<file path="src/rtl/riskbes_pkg.sv">
// Shared pipeline definitions: data widths, writeback source select codes,
// the long-unit result record and the writeback source mux.
package riskbes_pkg;

  localparam int unsigned XLEN       = 32;
  localparam int unsigned REG_ADDR_W = 5;

  typedef enum logic [1:0] {
    WB_SEL_ALU  = 2'b00,
    WB_SEL_LOAD = 2'b01,
    WB_SEL_IMM  = 2'b10,
    WB_SEL_PC4  = 2'b11
  } wb_sel_e;

  typedef struct packed {
    logic [REG_ADDR_W-1:0] rd;
    logic [XLEN-1:0]       data;
  } long_entry_t;

  function automatic logic [XLEN-1:0] wb_select(
    input logic [1:0]      sel,
    input logic [XLEN-1:0] alu,
    input logic [XLEN-1:0] load,
    input logic [XLEN-1:0] imm,
    input logic [XLEN-1:0] pc
  );
    logic [XLEN-1:0] result;
    result = alu;
    case (wb_sel_e'(sel))
      WB_SEL_ALU:  result = alu;
      WB_SEL_LOAD: result = load;
      WB_SEL_IMM:  result = imm;
      WB_SEL_PC4:  result = pc + XLEN'(4);
    endcase
    return result;
  endfunction

endpackage

</file>
<file path="src/rtl/wb_long_fifo.sv">
// FIFO buffering long-unit results until the register-file port is free.
// Caller guarantees no push when full and no pop when empty.
module wb_long_fifo
  import riskbes_pkg::*;
#(
  parameter int unsigned DEPTH = 2
) (
  input  logic        clk,
  input  logic        rst,
  input  logic        push,
  input  logic        pop,
  input  long_entry_t wdata,
  output long_entry_t head,
  output logic        full,
  output logic        empty
);

  localparam int unsigned PTR_W = $clog2(DEPTH);
  localparam int unsigned CNT_W = $clog2(DEPTH + 1);

  long_entry_t       mem [DEPTH];
  logic [PTR_W-1:0]  wptr;
  logic [PTR_W-1:0]  rptr;
  logic [CNT_W-1:0]  count;

  assign head  = mem[rptr];
  assign full  = (count == CNT_W'(DEPTH));
  assign empty = (count == '0);

  always_ff @(posedge clk) begin
    if (push) begin
      mem[wptr] <= wdata;
    end
  end

  // Pointers wrap naturally because DEPTH is a power of two.
  always_ff @(posedge clk) begin
    if (rst) begin
      wptr  <= '0;
      rptr  <= '0;
      count <= '0;
    end else begin
      if (push) begin
        wptr <= wptr + PTR_W'(1);
      end
      if (pop) begin
        rptr <= rptr + PTR_W'(1);
      end
      case ({push, pop})
        2'b10:   count <= count + CNT_W'(1);
        2'b01:   count <= count - CNT_W'(1);
        default: count <= count;
      endcase
    end
  end

endmodule

</file>
<file path="src/rtl/writeback_stage.sv">
// Writeback stage: selects the pipeline result and arbitrates the single
// register-file write port with buffered long-unit results.
// Optional retired-write counter enabled by RISKBES_WB_COUNT_EN.
module writeback_stage
  import riskbes_pkg::*;
#(
  parameter int unsigned DEPTH = 2
) (
  input  logic                  clk_i,
  input  logic                  rst_i,
  input  logic                  busywait_i,
  input  logic                  reg_wb_en_i,
  input  logic [REG_ADDR_W-1:0] rd_label_i,
  input  logic [XLEN-1:0]       alu_out_i,
  input  logic [XLEN-1:0]       load_val_i,
  input  logic [1:0]            wb_sel_i,
  input  logic [XLEN-1:0]       imm_i,
  input  logic [XLEN-1:0]       pc_i,
  input  logic                  is_long_i,
  input  logic                  long_valid_i,
  input  logic [REG_ADDR_W-1:0] long_rd_i,
  input  logic [XLEN-1:0]       long_data_i,
  output logic                  long_ready_o,
  output logic                  rf_write_en_o,
  output logic [REG_ADDR_W-1:0] rf_rd_label_o,
  output logic [XLEN-1:0]       rf_write_data_o
`ifdef RISKBES_WB_COUNT_EN
  ,
  output logic [63:0]           wb_count_o
`endif
);

  logic            pw;
  logic            long_accept;
  logic            long_nonzero;
  logic            bypass;
  logic            push;
  logic            pop;
  logic            full;
  logic            empty;
  long_entry_t     head;
  logic            wr_en;
  logic [REG_ADDR_W-1:0] wr_rd;
  logic [XLEN-1:0] wr_data;

  assign pw           = !busywait_i && reg_wb_en_i && !is_long_i && (rd_label_i != '0);
  assign long_ready_o = !full;
  assign long_accept  = long_valid_i && long_ready_o;
  assign long_nonzero = (long_rd_i != '0);
  assign bypass       = long_accept && long_nonzero && empty && !pw;
  assign push         = long_accept && long_nonzero && !bypass;
  assign pop          = !empty && !pw;

  wb_long_fifo #(
    .DEPTH (DEPTH)
  ) u_fifo (
    .clk   (clk_i),
    .rst   (rst_i),
    .push  (push),
    .pop   (pop),
    .wdata ('{rd: long_rd_i, data: long_data_i}),
    .head  (head),
    .full  (full),
    .empty (empty)
  );

  always_comb begin
    wr_en   = 1'b0;
    wr_rd   = rd_label_i;
    wr_data = wb_select(wb_sel_i, alu_out_i, load_val_i, imm_i, pc_i);
    if (pw) begin
      wr_en = 1'b1;
    end else if (pop) begin
      wr_en   = 1'b1;
      wr_rd   = head.rd;
      wr_data = head.data;
    end else if (bypass) begin
      wr_en   = 1'b1;
      wr_rd   = long_rd_i;
      wr_data = long_data_i;
    end
  end

  // Address/data hold their last written values on idle cycles.
  always_ff @(posedge clk_i) begin
    if (rst_i) begin
      rf_write_en_o   <= 1'b0;
      rf_rd_label_o   <= '0;
      rf_write_data_o <= '0;
    end else begin
      rf_write_en_o <= wr_en;
      if (wr_en) begin
        rf_rd_label_o   <= wr_rd;
        rf_write_data_o <= wr_data;
      end
    end
  end

`ifdef RISKBES_WB_COUNT_EN
  always_ff @(posedge clk_i) begin
    if (rst_i) begin
      wb_count_o <= '0;
    end else if (wr_en) begin
      wb_count_o <= wb_count_o + 64'd1;
    end
  end
`endif

endmodule

</file>
<file path="config.mk">
export PLATFORM = sky130hd
export DESIGN_NAME = writeback_stage
export DESIGN_NICKNAME = d
export VERILOG_FILES = /design/src/rtl/riskbes_pkg.sv /design/src/rtl/wb_long_fifo.sv /design/src/rtl/writeback_stage.sv
export SDC_FILE = /design/constraint.sdc
export NUM_CORES = 1
export LEC_CHECK = 0
export ABC_AREA = 1
export BUFFER_PORTS_ARGS = -buffer_cell sky130_fd_sc_hd__buf_4
export CAP_MARGIN = 20
export CELL_PAD_IN_SITES_DETAIL_PLACEMENT = 0
export CELL_PAD_IN_SITES_GLOBAL_PLACEMENT = 1
export CORE_UTILIZATION = 32
export DETAILED_ROUTE_END_ITERATION = 8
export GPL_TIMING_DRIVEN = 0
export PLACE_DENSITY_LB_ADDON = 0.1
export SLEW_MARGIN = 30
export SYNTH_ARGS = -nofsm -noshare
export SYNTH_HDL_FRONTEND = slang
export SYNTH_SLANG_ARGS = --single-unit
</file>
<file path="constraint.sdc">
create_clock -name clk_i -period 3.1 [get_ports clk_i]
set_input_delay 0.155 -clock clk_i [delete_from_list [all_inputs] [get_ports clk_i]]
set_output_delay 0.155 -clock clk_i [all_outputs]
set_load 0.05 [all_outputs]
</file>
# Word-level counts from Yosys, hierarchy flattened
# Memory sizes are Yosys's and may differ from the RTL's. A register that Yosys moved wholly into a read port is not among the register bits.
# Cells that the tools add are included.
[word_totals]
ram_bits = 74
reg_bits = 42
elab_cells = 53
mem_count = 1
[classes]
n_addsub = 5
n_reduce_logical = 20
muxes = 15
n_eq_ne = 6
[memory_table]
columns = ["memory", "depth", "word_bits", "read_ports", "rd_clocked_by_memory_dff", "wr", "line_no", "source"]
rows = [
  ["u_fifo.mem", 2, 37, 1, 1, 1, "wb_long_fifo.sv:21", "long_entry_t mem [DEPTH];"],
]
[ops]
columns = ["operator", "n"]
rows = [
  ["32-bit one-hot mux with 4 select lines", 1],
  ["32-bit two-way mux", 3],
  ["32-bit by 3-bit adder with 32-bit output, second input constant", 1],
  ["5-bit two-way mux", 3],
  ["5-bit nonzero test", 2],
  ["1-bit logical AND", 9],
  ["2-bit equality test, second input constant", 4],
  ["1-bit two-way mux", 7],
  ["1-bit zero test", 6],
  ["2-bit by 1-bit equality test with 1-bit output, second input constant", 2],
  ["2-bit zero test", 2],
  ["2-bit one-hot mux with 2 select lines", 1],
  ["1-bit adder, second input constant", 2],
  ["2-bit by 1-bit adder with 2-bit output, second input constant", 1],
  ["2-bit nonzero test", 1],
  ["2-bit by 1-bit subtractor with 2-bit output, second input constant", 1],
]

# Depth between registers and ports, before layout
[logic_depth]
depth_word = 10
depth_mapped = 12
mapped_depth_nobuf = 11

# Hierarchy
# Synthesis repeated with hierarchy kept, for this count alone.
[unflattened]
cells_unflattened = 891
area_unflattened_um2 = 6870.3
[modules_own_cells]
columns = ["mod", "area_each_um2", "cells_each", "n_inst", "seq_area_each_um2"]
rows = [
  ["writeback_stage", 3822.4, 743, 1, 760.7],
  ["wb_long_fifo", 3047.9, 148, 1, 2322.2],
]

# Worst setup path after synthesis
# No wires, ideal clock.
[synth_path]
path_type = "register to register"
start = "register u_fifo.count[1]"
end = "memory u_fifo.mem[0][0] (netlist bit), enable pin"
t_arrival_ps = 2559
path_slack_ps = 109
path_stages_with_launch = 8
cell_sequence = "dfxtp_1 -> nor2_1 -> inv_2 -> nor2_4 -> nand2_2 -> buf_4 -> nand3_2 -> nor2_1"
[synth_via]
elab_chain_cells = 10
[synth_lines]
columns = ["item", "line_no", "source"]
rows = [
  ["start, declared", "wb_long_fifo.sv:24", "logic [CNT_W-1:0] count;"],
  ["start signal, assigned", "wb_long_fifo.sv:50", "2'b10: count <= count + CNT_W'(1);"],
  ["start signal, assigned", "wb_long_fifo.sv:51", "2'b01: count <= count - CNT_W'(1);"],
  ["start signal, assigned", "wb_long_fifo.sv:52", "default: count <= count;"],
  ["2-bit equality test", "wb_long_fifo.sv:27", "assign full = (count == CNT_W'(DEPTH));"],
  ["1-bit zero test", "writeback_stage.sv:47", "assign long_ready_o = !full;"],
  ["1-bit logical AND", "writeback_stage.sv:48", "assign long_accept = long_valid_i && long_ready_o;"],
  ["1-bit logical AND", "writeback_stage.sv:50, writeback_stage.sv:51", ""],
  ["1-bit logical AND (2 in a row)", "writeback_stage.sv:50", "assign bypass = long_accept && long_nonzero && empty && !pw;"],
  ["1-bit zero test", "writeback_stage.sv:51", "assign push = long_accept && long_nonzero && !bypass;"],
  ["1-bit logical AND *", "writeback_stage.sv:51", ""],
  ["1-bit two-way mux *", "wb_long_fifo.sv:31", "if (push) begin"],
  ["1-bit two-way mux (implied by the code) *", "wb_long_fifo.sv:32", "mem[wptr] <= wdata;"],
  ["end, declared", "wb_long_fifo.sv:21", ""],
]
# Every way passes the cells marked *; elsewhere a longest branch is shown, timed or not.

# Final worst setup path
[layout_path]
start = "input long_rd_i[2]"
end = "memory u_fifo.mem[1][27] (netlist bit), enable pin"
[layout_via]
elab_chain_cells = 8
[layout_lines]
columns = ["item", "line_no", "source"]
rows = [
  ["start, declared", "writeback_stage.sv:21", "input logic [REG_ADDR_W-1:0] long_rd_i,"],
  ["5-bit nonzero test *", "writeback_stage.sv:49", "assign long_nonzero = (long_rd_i != '0);"],
  ["1-bit logical AND *", "writeback_stage.sv:50, writeback_stage.sv:51", ""],
  ["1-bit logical AND (2 in a row)", "writeback_stage.sv:50", ""],
  ["1-bit zero test", "writeback_stage.sv:51", ""],
  ["1-bit logical AND *", "writeback_stage.sv:51", ""],
  ["1-bit two-way mux *", "wb_long_fifo.sv:31", ""],
  ["1-bit two-way mux (implied by the code) *", "wb_long_fifo.sv:32", ""],
]
# Marks and branches as above.

==> flow_results.org <==
** Critical path
- The worst register-to-register path has a depth of 8.
- Worst R2R Setup Slack :: 700 ps
- At the worst endpoint, the required time is 3210 ps.
- Crit path largest cell delay :: 580 ps
- Category of the worst setup path capture point :: flip-flop
- Slowest CP cell :: sky130_fd_sc_hd__nor2_4
- Walking the worst path, the cells encountered are dlygate4sd3_1 > buf_4 > nor2_1 > nand3_1 > nand2_4 > nor2_4 > nand2_2 > buf_4 > nand3_2 > nor2_4 > buf_16.
- Type of element launching the critical path :: primary input
- The worst setup path is of the in -> reg kind.
- The startpoint identified for the worst register-to-register timing path is u_fifo.count[1].
- STA puts the critical path data arrival time at 2770 ps.
- Worst r2r dst :: u_fifo.mem[1][27]
- Of all nets on the critical path, the largest fanout is 20.

** Pwr
- The analysis attributes to cell leakage a power of 4.35 nW.
- Areal power density over the cells :: 762 nW/um^2
- Largest vdd supply drop :: 376 uV

** Clock tree
- Counting the buffers created by CTS gives 17.
- Sink Count :: 117
- Clock-pin slew was measured on the worst setup and hold paths at 50 ps.
- Post-cts hold buffer count :: 39
- CTS tree :: done
- Post-CTS timing repair inserted 0 buffers for setup.
- In this run the deepest clock path goes through 2 buffers.
- The clock reaches the later pin of the worst-skew pair after 420 ps.
- In this run the number of H-tree levels came out at 4.
- Post-CTS repair changed the size of 0 cells.
- Root buffer cell :: sky130_fd_sc_hd__clkbuf_16

** Finish
- In the final layout, the share of cells above drive strength 1 is 0.244.
- Nets :: 1370
- The area growth from synthesis to layout is 46.5%.

** Timing
- Tmin final :: 2650 ps
- Count of endpoints failing setup in the final report :: 0
- Total negative setup slack :: 0 ps
- Number of hold violations in the final report :: 0
- Final period util :: 0.856
- The number of pins exceeding their max-slew limit in the final report came to 0.
- Slew at the pin closest to its max-slew limit :: 718 ps
- After layout, the worst setup slack is 447 ps.
- Hold timing on the final database bottoms out at a slack of 34.6 ps.
- Maximum clock rate :: 377 MHz
- Slew headroom :: 0.521
- RSZ-0062 raised after global routing :: false
- Across the routed clock network, the largest skew measured is 12.5 ps.

** Min path
- Worst hold endpoint :: rf_rd_label_o[1]
- The min-delay analysis places its worst path in the category in -> reg.
- The worst hold path begins at rd_label_i[1].
- Number of stages on the worst hold path :: 3

** Detailed routing
- Average wire per cell in the routed design :: 17.2 um
- Routed vias :: 7009
- Summed over all nets, wire length on met3 after detailed routing comes to 1530 um.
- Total length of routed met2 wires :: 12200 um
- Remaining number of nets flagged by the antenna check after routing :: 0
- Mean number of vias per cell :: 4.75
- Met1 routed wirelength after detailed routing :: 11400 um
- Drt first-iter violations :: 428
- Router iterations before antenna repair :: 5
- Post-detailed-route DRC marker count :: 0
- Wires add up to 25300 um.
- The highest layer touched by signal routing is met4.

** Status
- Status :: finished, final reports clean

** Floorplan
- The core region is 20200 sq um.
- The initial utilization of the core area, before any placement, comes to 0.326.
- Die X :: 146 um
- Die footprint :: 21200 sq um
- Core Rows :: 52
- For this design the top-level I/O count stands at 217.
- The die is 146 um tall.

** Logic synthesis
- Mux share of post-synthesis cell area :: 0
- Flip-flop and latch count after synthesis :: 117
- Mean instance size in the synthesized netlist :: 7.23 sq um
- After synthesis, the share of flip-flops with an asynchronous set or reset is 0.
- The share of the synthesized area in compound gates (AO/OA/AOI/OAI) was 0.111.
- In the synthesized netlist the dominant register cell turns out to be sky130_fd_sc_hd__edfxtp_1.
- Basic-gate share of the synthesized area counting and, or, nand and nor cells :: 0.349
- After technology mapping, the gate count stands at 914.
- Number of synthesized flops with an enable pin :: 74
- The mapped netlist covers 6610 sq um.
- Number of different library cells in the post-synthesis netlist :: 38
- Post-synthesis net count :: 1094
- By area, the combinational part of the netlist is dominated by simple AND/OR/NAND/NOR gates.
- Fraction of the yosys area taken by sequential cells :: 0.467
- Of the total synthesized cell area, the portion taken by XOR and XNOR cells is 0.00133.
- Post-synthesis adder-cell area fraction :: 0.00379
- Yosys warning total :: 0

** Placement
- The HPWL after detailed placement is 19700 um.
- Input/output buffers :: 216
- Post-place setup slack :: 600 ps
- Weighted congestion at the end of routability-driven global placement :: 0.876

** Run
- Max-cap violations in this run came to 0.

** GRT
- Global-route wire length before repair :: 39000 um
- Entering global routing, the biggest net connects 21 pins.
- Leftover overflow at the end of global routing :: 0
- The number of antenna violations at the first check in global routing was 1.
- Across every metal layer, demand over resource in global routing totals 0.246.
- The number of global-route vias before repair is 6909.
metrics by stage:
step / area (sq um) / std cells / total power [mW] / util
5_1_grt: 9670 / 1474 / 7.79 / 0.478
6_report: 9680 / 1475 / 7.37 / 0.478
4_1_cts: 9670 / 1473 / 7.43 / 0.478
3_5_place_dp: 8630 / 1402 / 5.23 / 0.427
2_1_floorplan: 6610 / 914 / 4.13 / -
3_3_place_gp: 8560 / 1400 / 5.18 / 0.423
cell families after synthesis:
logic type / count (synthesis)
xor+xnor: 1
buf+inv: 107
fa+ha+maj: 2
flops: 117
simple gates: 562
compound gates: 125
sequential cells by signal, indices dropped and copies added, names as in the netlist, named ones only:
name and cells:
u_fifo.mem 74, rf_write_data_o 32, rf_rd_label_o 5, u_fifo.count 2
rf_write_en_o 1, u_fifo.rptr 1, u_fifo.wptr 1
area by class of cell:
| cell class | count | area [sq um] |
|---|---|---|
| Tap cell | 270 | 338 |
| Inverter | 71 | 267 |
| Clock buffer | 24 | 504 |
| Buffer | 36 | 184 |
| Fill cell | 2087 | 10600 |
| Multi-Input combinational cell | 690 | 3090 |
| Antenna cell | 2 | 5.00 |
| Clock inverter | 8 | 143 |
| Sequential cell | 117 | 3080 |
| Timing Repair Buffer | 257 | 2070 |
power by group:
| group | total [mW] | internal (mW) | leakage [nW] | switching (mW) |
|---|---|---|---|---|
| Clock | 2.15 | 1.46 | 0.314 | 0.693 |
| Combinational | 2.97 | 0.963 | 3.00 | 2.01 |
| Sequential | 2.25 | 2.07 | 1.04 | 0.176 |
metal layers:
metal  track usage  vias up
met4        0.0563        0
met1         0.320     3209
li1              -     3572
met5             0        -
met2         0.414      213
met3        0.0571       15
layout by cell type (no fill, tap or decap), types with 4 or more instances in the layout:
master | netlist | final
sky130_fd_sc_hd__nor2_2 | 8 | 8
sky130_fd_sc_hd__nor2_1 | 151 | 149
sky130_fd_sc_hd__clkbuf_16 | 0 | 19
sky130_fd_sc_hd__nand2_1 | 302 | 302
sky130_fd_sc_hd__bufinv_16 | 0 | 4
sky130_fd_sc_hd__nor3_1 | 11 | 11
sky130_fd_sc_hd__edfxtp_1 | 74 | 74
sky130_fd_sc_hd__buf_4 | 3 | 219
sky130_fd_sc_hd__o21ai_1 | 10 | 10
sky130_fd_sc_hd__buf_2 | 12 | 12
sky130_fd_sc_hd__a21oi_1 | 53 | 53
sky130_fd_sc_hd__dlygate4sd3_1 | 0 | 39
sky130_fd_sc_hd__o21bai_1 | 6 | 6
sky130_fd_sc_hd__nand4_1 | 6 | 6
sky130_fd_sc_hd__dfxtp_1 | 43 | 43
sky130_fd_sc_hd__o21ai_0 | 32 | 32
sky130_fd_sc_hd__nand3_1 | 68 | 68
sky130_fd_sc_hd__inv_1 | 60 | 60
sky130_fd_sc_hd__clkbuf_1 | 16 | 20
sky130_fd_sc_hd__inv_2 | 9 | 9
sky130_fd_sc_hd__a221oi_1 | 17 | 17
cells in the mapped netlist (3+ instances only):
library cell	instances	area (sq um)
sky130_fd_sc_hd__nor2_2	8	50.1
sky130_fd_sc_hd__nor3_1	11	55.1
sky130_fd_sc_hd__nand2_2	3	18.8
sky130_fd_sc_hd__nand3_1	68	340
sky130_fd_sc_hd__inv_1	60	225
sky130_fd_sc_hd__o211ai_1	3	22.5
sky130_fd_sc_hd__inv_2	9	33.8
sky130_fd_sc_hd__clkbuf_1	16	60.1
sky130_fd_sc_hd__nor2_1	151	567
sky130_fd_sc_hd__buf_2	12	60.1
sky130_fd_sc_hd__o21bai_1	6	45.0
sky130_fd_sc_hd__buf_4	3	22.5
sky130_fd_sc_hd__dfxtp_1	43	861
sky130_fd_sc_hd__nand2_1	302	1130
sky130_fd_sc_hd__nand4_1	6	37.5
sky130_fd_sc_hd__buf_6	3	33.8
sky130_fd_sc_hd__a221oi_1	17	149
sky130_fd_sc_hd__o21ai_1	10	50.1
sky130_fd_sc_hd__or2_2	3	18.8
sky130_fd_sc_hd__o21ai_0	32	160
sky130_fd_sc_hd__edfxtp_1	74	2220
sky130_fd_sc_hd__a21oi_1	53	265
worst max-delay path by stage:
stage,startpoint,to,slack [ps],cells after the start
2_1_floorplan,u_fifo.count[1],u_fifo.mem[0][0],110,7
3_3_place_gp,long_rd_i[2],u_fifo.mem[0][30],-1440,9
3_5_place_dp,long_rd_i[2],u_fifo.mem[1][30],600,10
4_1_cts,long_rd_i[2],u_fifo.mem[1][25],450,11
5_1_grt,long_rd_i[2],u_fifo.mem[1][28],320,11
6_report,long_rd_i[2],u_fifo.mem[1][27],450,11
worst max-delay path, delay by kind of cell:
kind	cells	cell delay, ps
buffers and inverters	4	1170
and+or+nand+nor	7	1400
No activity file was read; power rests on OpenSTA's default activity.
